$ cat src/rtl/axi_arb_pkg.sv
// axi_arb_pkg
// Shared types and constants for the AXI memory arbiter:
//   state_e  - transaction sequencer states
//   owner_e  - which requester owns the current transaction
//   AXI encodings and the per-requester AXI IDs.
package axi_arb_pkg;

    typedef enum logic [2:0] {
        S_IDLE    = 3'd0,
        S_RD_ADDR = 3'd1,
        S_RD_DATA = 3'd2,
        S_WR_REQ  = 3'd3,
        S_WR_RESP = 3'd4
    } state_e;

    typedef enum logic {
        OWN_IF = 1'b0,
        OWN_D  = 1'b1
    } owner_e;

    localparam logic [1:0] AXI_BURST_INCR = 2'b01;
    localparam logic [1:0] AXI_RESP_OKAY  = 2'b00;
    localparam logic [3:0] IF_ID          = 4'h0;
    localparam logic [3:0] D_ID           = 4'h1;

endpackage

$ cat src/rtl/axi_mem_arbiter_pick.sv
// axi_arb_pick
// Combinational grant choice between the fetch and data requesters.
//   if_req_i      - fetch request
//   d_req_i       - data request
//   last_owner_i  - most recent grant (present only with AXI_ARB_RR_EN)
//   valid_o       - at least one requester is asking
//   owner_o       - chosen requester
// Build option AXI_ARB_RR_EN: round-robin on contention; otherwise data
// always wins over fetch.
module axi_arb_pick
    import axi_arb_pkg::*;
(
    input  logic   if_req_i,
    input  logic   d_req_i,
`ifdef AXI_ARB_RR_EN
    input  owner_e last_owner_i,
`endif
    output logic   valid_o,
    output owner_e owner_o
);

    always_comb begin
        valid_o = if_req_i | d_req_i;
        owner_o = OWN_D;
`ifdef AXI_ARB_RR_EN
        if (if_req_i && d_req_i) begin
            // Contention: hand the bus to whoever did not have it last.
            owner_o = (last_owner_i == OWN_D) ? OWN_IF : OWN_D;
        end else if (if_req_i) begin
            owner_o = OWN_IF;
        end
`else
        if (!d_req_i) begin
            owner_o = OWN_IF;
        end
`endif
    end

endmodule

$ cat src/rtl/axi_mem_arbiter.sv
// axi_mem_arbiter
// Shares one 64-bit AXI master port between instruction fetch (read only)
// and the data requester (read/write). One single-beat transaction is in
// flight at a time: AR/R for reads, AW+W/B for writes.
// Ports:
//   clk_i, rst_ni                - clock, asynchronous active-low reset
//   if_req_i/if_addr_i/if_size_i - fetch request; if_gnt_o accept pulse,
//   if_done_o/if_rdata_o/if_err_o  completion pulse, held data, error
//   d_*                          - same for data, plus d_we_i/d_wdata_i/d_wstrb_i
//   axi_aw*/axi_w*/axi_b*/axi_ar*/axi_r* - AXI4 master channels
// Build option AXI_ARB_RR_EN selects round-robin arbitration (see axi_arb_pick).
module axi_mem_arbiter
    import axi_arb_pkg::*;
(
    input  logic        clk_i,
    input  logic        rst_ni,
    // fetch requester
    input  logic        if_req_i,
    input  logic [31:0] if_addr_i,
    input  logic [2:0]  if_size_i,
    output logic        if_gnt_o,
    output logic        if_done_o,
    output logic [63:0] if_rdata_o,
    output logic        if_err_o,
    // data requester
    input  logic        d_req_i,
    input  logic        d_we_i,
    input  logic [31:0] d_addr_i,
    input  logic [2:0]  d_size_i,
    input  logic [63:0] d_wdata_i,
    input  logic [7:0]  d_wstrb_i,
    output logic        d_gnt_o,
    output logic        d_done_o,
    output logic [63:0] d_rdata_o,
    output logic        d_err_o,
    // AXI write address
    output logic [3:0]  axi_awid_o,
    output logic [31:0] axi_awaddr_o,
    output logic [7:0]  axi_awlen_o,
    output logic [2:0]  axi_awsize_o,
    output logic [1:0]  axi_awburst_o,
    output logic        axi_awvalid_o,
    input  logic        axi_awready_i,
    // AXI write data
    output logic [63:0] axi_wdata_o,
    output logic [7:0]  axi_wstrb_o,
    output logic        axi_wlast_o,
    output logic        axi_wvalid_o,
    input  logic        axi_wready_i,
    // AXI write response
    input  logic [3:0]  axi_bid_i,
    input  logic [1:0]  axi_bresp_i,
    input  logic        axi_bvalid_i,
    output logic        axi_bready_o,
    // AXI read address
    output logic [3:0]  axi_arid_o,
    output logic [31:0] axi_araddr_o,
    output logic [7:0]  axi_arlen_o,
    output logic [2:0]  axi_arsize_o,
    output logic [1:0]  axi_arburst_o,
    output logic        axi_arvalid_o,
    input  logic        axi_arready_i,
    // AXI read data
    input  logic [3:0]  axi_rid_i,
    input  logic [63:0] axi_rdata_i,
    input  logic [1:0]  axi_rresp_i,
    input  logic        axi_rlast_i,
    input  logic        axi_rvalid_i,
    output logic        axi_rready_o
);

    state_e      state_q;
    owner_e      owner_q;
    logic [31:0] addr_q;
    logic [2:0]  size_q;
    logic [3:0]  id_q;
    logic [63:0] wdata_q;
    logic [7:0]  wstrb_q;
    logic        arvalid_q, rready_q, awvalid_q, wvalid_q, bready_q;
    logic        aw_done_q, w_done_q;
    logic        if_done_q, d_done_q, if_err_q, d_err_q;
    logic [63:0] if_rdata_q, d_rdata_q;

    logic        pick_valid;
    owner_e      pick_owner;
    logic        grant;
    logic        start_write;
    logic        aw_hs, w_hs;

    // Only one transaction is ever outstanding, so IDs and rlast carry
    // no information for us.
    logic        unused_axi;
    assign unused_axi = ^{axi_rid_i, axi_bid_i, axi_rlast_i};

`ifdef AXI_ARB_RR_EN
    owner_e last_owner_q;

    always_ff @(posedge clk_i or negedge rst_ni) begin
        if (!rst_ni) begin
            last_owner_q <= OWN_IF;
        end else if (grant) begin
            last_owner_q <= pick_owner;
        end
    end
`endif

    axi_arb_pick u_pick (
        .if_req_i     (if_req_i),
        .d_req_i      (d_req_i),
`ifdef AXI_ARB_RR_EN
        .last_owner_i (last_owner_q),
`endif
        .valid_o      (pick_valid),
        .owner_o      (pick_owner)
    );

    // Grant is combinational in IDLE; qualified with reset so no accept
    // pulse can leak out while the block is held in reset.
    assign grant       = rst_ni && (state_q == S_IDLE) && pick_valid;
    assign if_gnt_o    = grant && (pick_owner == OWN_IF);
    assign d_gnt_o     = grant && (pick_owner == OWN_D);
    assign start_write = (pick_owner == OWN_D) && d_we_i;

    assign aw_hs = axi_awvalid_o && axi_awready_i;
    assign w_hs  = axi_wvalid_o && axi_wready_i;

    always_ff @(posedge clk_i or negedge rst_ni) begin
        if (!rst_ni) begin
            state_q    <= S_IDLE;
            owner_q    <= OWN_IF;
            addr_q     <= '0;
            size_q     <= '0;
            id_q       <= '0;
            wdata_q    <= '0;
            wstrb_q    <= '0;
            arvalid_q  <= 1'b0;
            rready_q   <= 1'b0;
            awvalid_q  <= 1'b0;
            wvalid_q   <= 1'b0;
            bready_q   <= 1'b0;
            aw_done_q  <= 1'b0;
            w_done_q   <= 1'b0;
            if_done_q  <= 1'b0;
            d_done_q   <= 1'b0;
            if_err_q   <= 1'b0;
            d_err_q    <= 1'b0;
            if_rdata_q <= '0;
            d_rdata_q  <= '0;
        end else begin
            if_done_q <= 1'b0;
            d_done_q  <= 1'b0;
            case (state_q)
                S_IDLE: begin
                    if (grant) begin
                        owner_q <= pick_owner;
                        if (pick_owner == OWN_D) begin
                            id_q    <= D_ID;
                            addr_q  <= d_addr_i;
                            size_q  <= d_size_i;
                            wdata_q <= d_wdata_i;
                            wstrb_q <= d_wstrb_i;
                        end else begin
                            id_q    <= IF_ID;
                            addr_q  <= if_addr_i;
                            size_q  <= if_size_i;
                        end
                        if (start_write) begin
                            awvalid_q <= 1'b1;
                            wvalid_q  <= 1'b1;
                            aw_done_q <= 1'b0;
                            w_done_q  <= 1'b0;
                            state_q   <= S_WR_REQ;
                        end else begin
                            arvalid_q <= 1'b1;
                            state_q   <= S_RD_ADDR;
                        end
                    end
                end
                S_RD_ADDR: begin
                    if (axi_arready_i) begin
                        arvalid_q <= 1'b0;
                        rready_q  <= 1'b1;
                        state_q   <= S_RD_DATA;
                    end
                end
                S_RD_DATA: begin
                    if (axi_rvalid_i) begin
                        rready_q <= 1'b0;
                        if (owner_q == OWN_D) begin
                            d_rdata_q <= axi_rdata_i;
                            d_err_q   <= (axi_rresp_i != AXI_RESP_OKAY);
                            d_done_q  <= 1'b1;
                        end else begin
                            if_rdata_q <= axi_rdata_i;
                            if_err_q   <= (axi_rresp_i != AXI_RESP_OKAY);
                            if_done_q  <= 1'b1;
                        end
                        state_q <= S_IDLE;
                    end
                end
                S_WR_REQ: begin
                    // AW and W complete independently; either may finish first
                    // or both in the same cycle.
                    if (aw_hs) begin
                        awvalid_q <= 1'b0;
                        aw_done_q <= 1'b1;
                    end
                    if (w_hs) begin
                        wvalid_q <= 1'b0;
                        w_done_q <= 1'b1;
                    end
                    if ((aw_done_q || aw_hs) && (w_done_q || w_hs)) begin
                        bready_q <= 1'b1;
                        state_q  <= S_WR_RESP;
                    end
                end
                S_WR_RESP: begin
                    if (axi_bvalid_i) begin
                        bready_q <= 1'b0;
                        d_err_q  <= (axi_bresp_i != AXI_RESP_OKAY);
                        d_done_q <= 1'b1;
                        state_q  <= S_IDLE;
                    end
                end
                default: state_q <= S_IDLE;
            endcase
        end
    end

    assign if_done_o     = if_done_q;
    assign if_rdata_o    = if_rdata_q;
    assign if_err_o      = if_err_q;
    assign d_done_o      = d_done_q;
    assign d_rdata_o     = d_rdata_q;
    assign d_err_o       = d_err_q;

    assign axi_awid_o    = id_q;
    assign axi_awaddr_o  = addr_q;
    assign axi_awlen_o   = 8'd0;
    assign axi_awsize_o  = size_q;
    assign axi_awburst_o = AXI_BURST_INCR;
    assign axi_awvalid_o = awvalid_q;
    assign axi_wdata_o   = wdata_q;
    assign axi_wstrb_o   = wstrb_q;
    assign axi_wlast_o   = 1'b1;
    assign axi_wvalid_o  = wvalid_q;
    assign axi_bready_o  = bready_q;

    assign axi_arid_o    = id_q;
    assign axi_araddr_o  = addr_q;
    assign axi_arlen_o   = 8'd0;
    assign axi_arsize_o  = size_q;
    assign axi_arburst_o = AXI_BURST_INCR;
    assign axi_arvalid_o = arvalid_q;
    assign axi_rready_o  = rready_q;

endmodule

$ cat config.mk
export PLATFORM = sky130hd
export DESIGN_NAME = axi_mem_arbiter
export DESIGN_NICKNAME = d
export VERILOG_FILES = /design/src/rtl/axi_arb_pkg.sv /design/src/rtl/axi_mem_arbiter_pick.sv /design/src/rtl/axi_mem_arbiter.sv
export SDC_FILE = /design/constraint.sdc
export NUM_CORES = 1
export LEC_CHECK = 0
export BUFFER_PORTS_ARGS = -buffer_cell sky130_fd_sc_hd__buf_2
export CAP_MARGIN = 10
export CORE_AREA = 2 2 212 214
export DETAILED_ROUTE_END_ITERATION = 16
export DIE_AREA = 0 0 214 216
export GPL_ROUTABILITY_DRIVEN = 0
export GPL_TIMING_DRIVEN = 0
export MAX_ROUTING_LAYER = met4
export PLACE_DENSITY = 0.52
export SLEW_MARGIN = 15
export SYNTH_ARGS = -nofsm -noshare
export SYNTH_HDL_FRONTEND = slang
export SYNTH_SLANG_ARGS = --single-unit
$ cat constraint.sdc
create_clock -name clk_i -period 4.4 [get_ports clk_i]
set_clock_uncertainty 0.2 [all_clocks]
set_input_delay 0.88 -clock clk_i [delete_from_list [all_inputs] [get_ports clk_i]]
set_output_delay 0.88 -clock clk_i [all_outputs]
set_load 0.02 [all_outputs]
==> flow_summary_export.csv <==
group,metric,value,unit
outcome,outcome,"completed",
clocking,cts_hold_buf,0,
global_routing,antenna_found_initial,3,
cells_and_area,drive_gt1_share,72.2,%
clocking,cts_inserted_buffers,30,
detailed_routing,drt-initial-drc-count,267,
logic_synthesis,yosys.area_share.simple,2.17,%
logic_synthesis,netlist_area,10500,um^2
floorplanning,dieArea,46200,um^2
floorplanning,core,43800,um^2
cells_and_area,fin_util,34.0,%
place,dp_hpwl,23500,um
setup_path,r2r-start,"state_q[1]",
clocking,cts.sinks,250,
clocking,cts_tree,"built",
clocking,clk_path_buf_depth,3,
run,maxCapViolCount,0,
clocking,path_clk_slew,0.05,ns
sta,worstMarginPinSlew,0.657,ns
detailed_routing,via_count,7405,
logic_synthesis,synth-seq-cells,250,
setup_path,crit_arrival,2.50,ns
logic_synthesis,ys_seq_area_share,59.7,%
logic_synthesis,synth.distinct_cells,40,
cells_and_area,syn_to_final_growth,42.0,%
sta,rsz0062_at_grt,"false",
setup_path,cp_slowest_cell,"nor4b_4",
worst_hold_path,hold_class,"in2async",
cells_and_area,layout_commonest_cell,"buf_2",
floorplanning,start_util,23.9,%
sta,setup_viol,0,
global_routing,use_met2,22.6,%
setup_path,r2r_end,"axi_araddr_o[27]",
detailed_routing,wirelength,30100,um
power_and_ir_drop,vdd_drop_max,0.000442,V
detailed_routing,drt-pass1-iter-count,4,
logic_synthesis,synth-xor-area-share,0,%
power_and_ir_drop,leakage,0.00733,uW
floorplanning,rows,77,
clocking,post_cts_buffers,0,
clocking,root_buffer,"clkbuf_16",
global_routing,grt_use_met3,2.61,%
global_routing,grt_pass1_vias,7839,
logic_synthesis,yosys_warnings,0,
sta,fin_crit_sh,81.4,%
global_routing,use_met1,15.1,%
detailed_routing,wl_per_cell,16.3,um
global_routing,grt_max_degree,100,
logic_synthesis,synth_compound_area_share,1.23,%
logic_synthesis,synth-async-reset-ratio,100,%
logic_synthesis,synth_area_per_cell,15.6,um^2
cells_and_area,most-common-layout-cells,"buf_2, mux2_2, dfrtp_1, buf_4, clkbuf_16",
logic_synthesis,synthCells,670,
clocking,clock_latency,0.56,ns
power_and_ir_drop,power_density,801,nW/um^2
setup_path,end_kind,"primary output",
global_routing,top_usage_layer,"met2",
sta,period_needed,3.58,ns
logic_synthesis,synth_top_family_by_area,"multiplexers",
setup_path,worstSetupPathType,"in2out",
setup_path,cp_cell_sequence,"buf_8, nor4b_4, o21ai_0, nor2_1, buf_2",
cells_and_area,nets,1459,
logic_synthesis,synth_edf_count,0,
floorplanning,io_pins,539,
logic_synthesis,synth_top_flop_cell,"dfrtp_1",
detailed_routing,antenna_left,0,
sta,timing.slew.headroom,56.2,%
sta,hold_viol,0,
setup_path,reg2reg_depth,5,
power_and_ir_drop,power.total,11900,uW
clocking,cts_htree_levels,1,
floorplanning,die_h,216,um
detailed_routing,drc_errors,0,
setup_path,timing.reg2reg.setup_slack,2.21,ns
detailed_routing,drt-vias-per-instance,4.01,
logic_synthesis,synthMuxAreaShare,29.2,%
setup_path,slowest_delay,0.45,ns
floorplanning,die_w,214,um
setup_path,worst-path-buf-inv,2,
global_routing,grt_pass1_wl,46100,um
global_routing,track_usage,13.0,%
setup_path,crit_fanout,59,
sta,drv_slew,0,
clocking,cts_resized,0,
global_routing,grt_overflow,0,
sta,clock.fmax,279,MHz
setup_path,start_kind,"primary input",
place,numPortBuffers,501,
setup_path,cp.required,3.32,ns
setup_path,critPathTopFamily,"simple AND/OR/NAND/NOR gates",
logic_synthesis,synth_fa_ha_area_share,0,%
==> how the worst max path moves through the flow <==
stage                     startpoint  endpoint  slack, ns  depth (start not counted)
after global placement        rst_ni  if_gnt_o      -3.77                          5
after detailed placement      rst_ni  if_gnt_o       0.64                          5
final                         rst_ni  if_gnt_o       0.82                          5
after global routing          rst_ni  if_gnt_o       0.56                          5
after CTS                     rst_ni  if_gnt_o       0.64                          5
after floorplan              d_req_i  if_gnt_o       1.48                          4
==> worst register-to-register path: cells and delay by family, from the launching register on <==
| family | cells | cell delay, ns |
|---|---|---|
| simple gates | 1 | 0.46 |
| flops | 1 | 0.49 |
| buf+inv | 2 | 0.37 |
| compound gates | 1 | 0.18 |
| mux | 1 | 0.35 |
==> sequential cells by signal, summed over array words and instances (netlist names), 3 cells and up <==
name          flops
d_rdata_o        64
state_q           3
axi_arsize_o      3
if_rdata_o       64
axi_araddr_o     32
axi_wstrb_o       8
axi_wdata_o      64
==> synth_stat cells, types with 2 or more instances <==
library cell | instances | area [um^2]
mux2_2 | 252 | 2840
dfrtp_1 | 250 | 6260
buf_4 | 67 | 503
mux2_1 | 18 | 203
buf_6 | 14 | 158
buf_8 | 7 | 105
clkbuf_1 | 5 | 18.8
nor2_1 | 5 | 18.8
a21oi_1 | 4 | 20.0
nand2_1 | 4 | 15.0
o21ai_0 | 4 | 20.0
nand3b_1 | 3 | 22.5
and3_1 | 2 | 12.5
buf_2 | 2 | 10.0
conb_1 | 2 | 7.51
nand2b_1 | 2 | 12.5
nand3_1 | 2 | 10.0
nor3b_1 | 2 | 15.0
o22a_1 | 2 | 17.5
o2bb2ai_1 | 2 | 17.5
or2_2 | 2 | 12.5
==> per-stage QoR <==
| step | cell area, um^2 | hold slack (ns) | setup TNS (ns) | setup WS, ns | cells |
|---|---|---|---|---|---|
| after global placement | 13800 | 0.265 | -970.17 | -3.77 | 1788 |
| after detailed placement | 13900 | 0.273 | 0 | 0.641 | 1790 |
| after CTS | 14900 | 0.0345 | 0 | 0.638 | 1843 |
| after global routing | 14900 | 0.0587 | 0 | 0.563 | 1846 |
| final | 14900 | 0.0551 | 0 | 0.818 | 1846 |
| after floorplan | 10600 | 0.257 | 0 | 1.48 | 695 |
==> where the power goes <==
| group | switching (uW) | internal, uW |
|---|---|---|
| Sequential | 661 | 3460 |
| Clock | 978 | 1470 |
| Combinational | 3040 | 2320 |
==> metal layers <==
metal	vias up	part of all wire [%]
met5	-	0
li1	3403	-
met2	263	52
met1	3699	40
met4	0	2.6
met3	40	6.0
==> cell type report <==
class / count / area, um^2
Inverter: 1 / 3.75
Clock buffer: 41 / 852
Sequential cell: 250 / 6260
Tap cell: 592 / 741
Buffer: 95 / 795
Multi-Input combinational cell: 349 / 3520
Timing Repair Buffer: 503 / 2570
Fill cell: 4422 / 29000
Clock inverter: 12 / 134
Antenna cell: 3 / 7.51
==> cells by family (layout without fill, tap and decap cells) <==
logic type             after synthesis  after routing
other                                2             30
AOI/OAI and AO/OA                   19             19
and+or+nand+nor                     31             31
muxes                              272            272
DFF                                250            250
buffers and inverters               96            652
No activity file was read; power rests on OpenSTA's default activity.
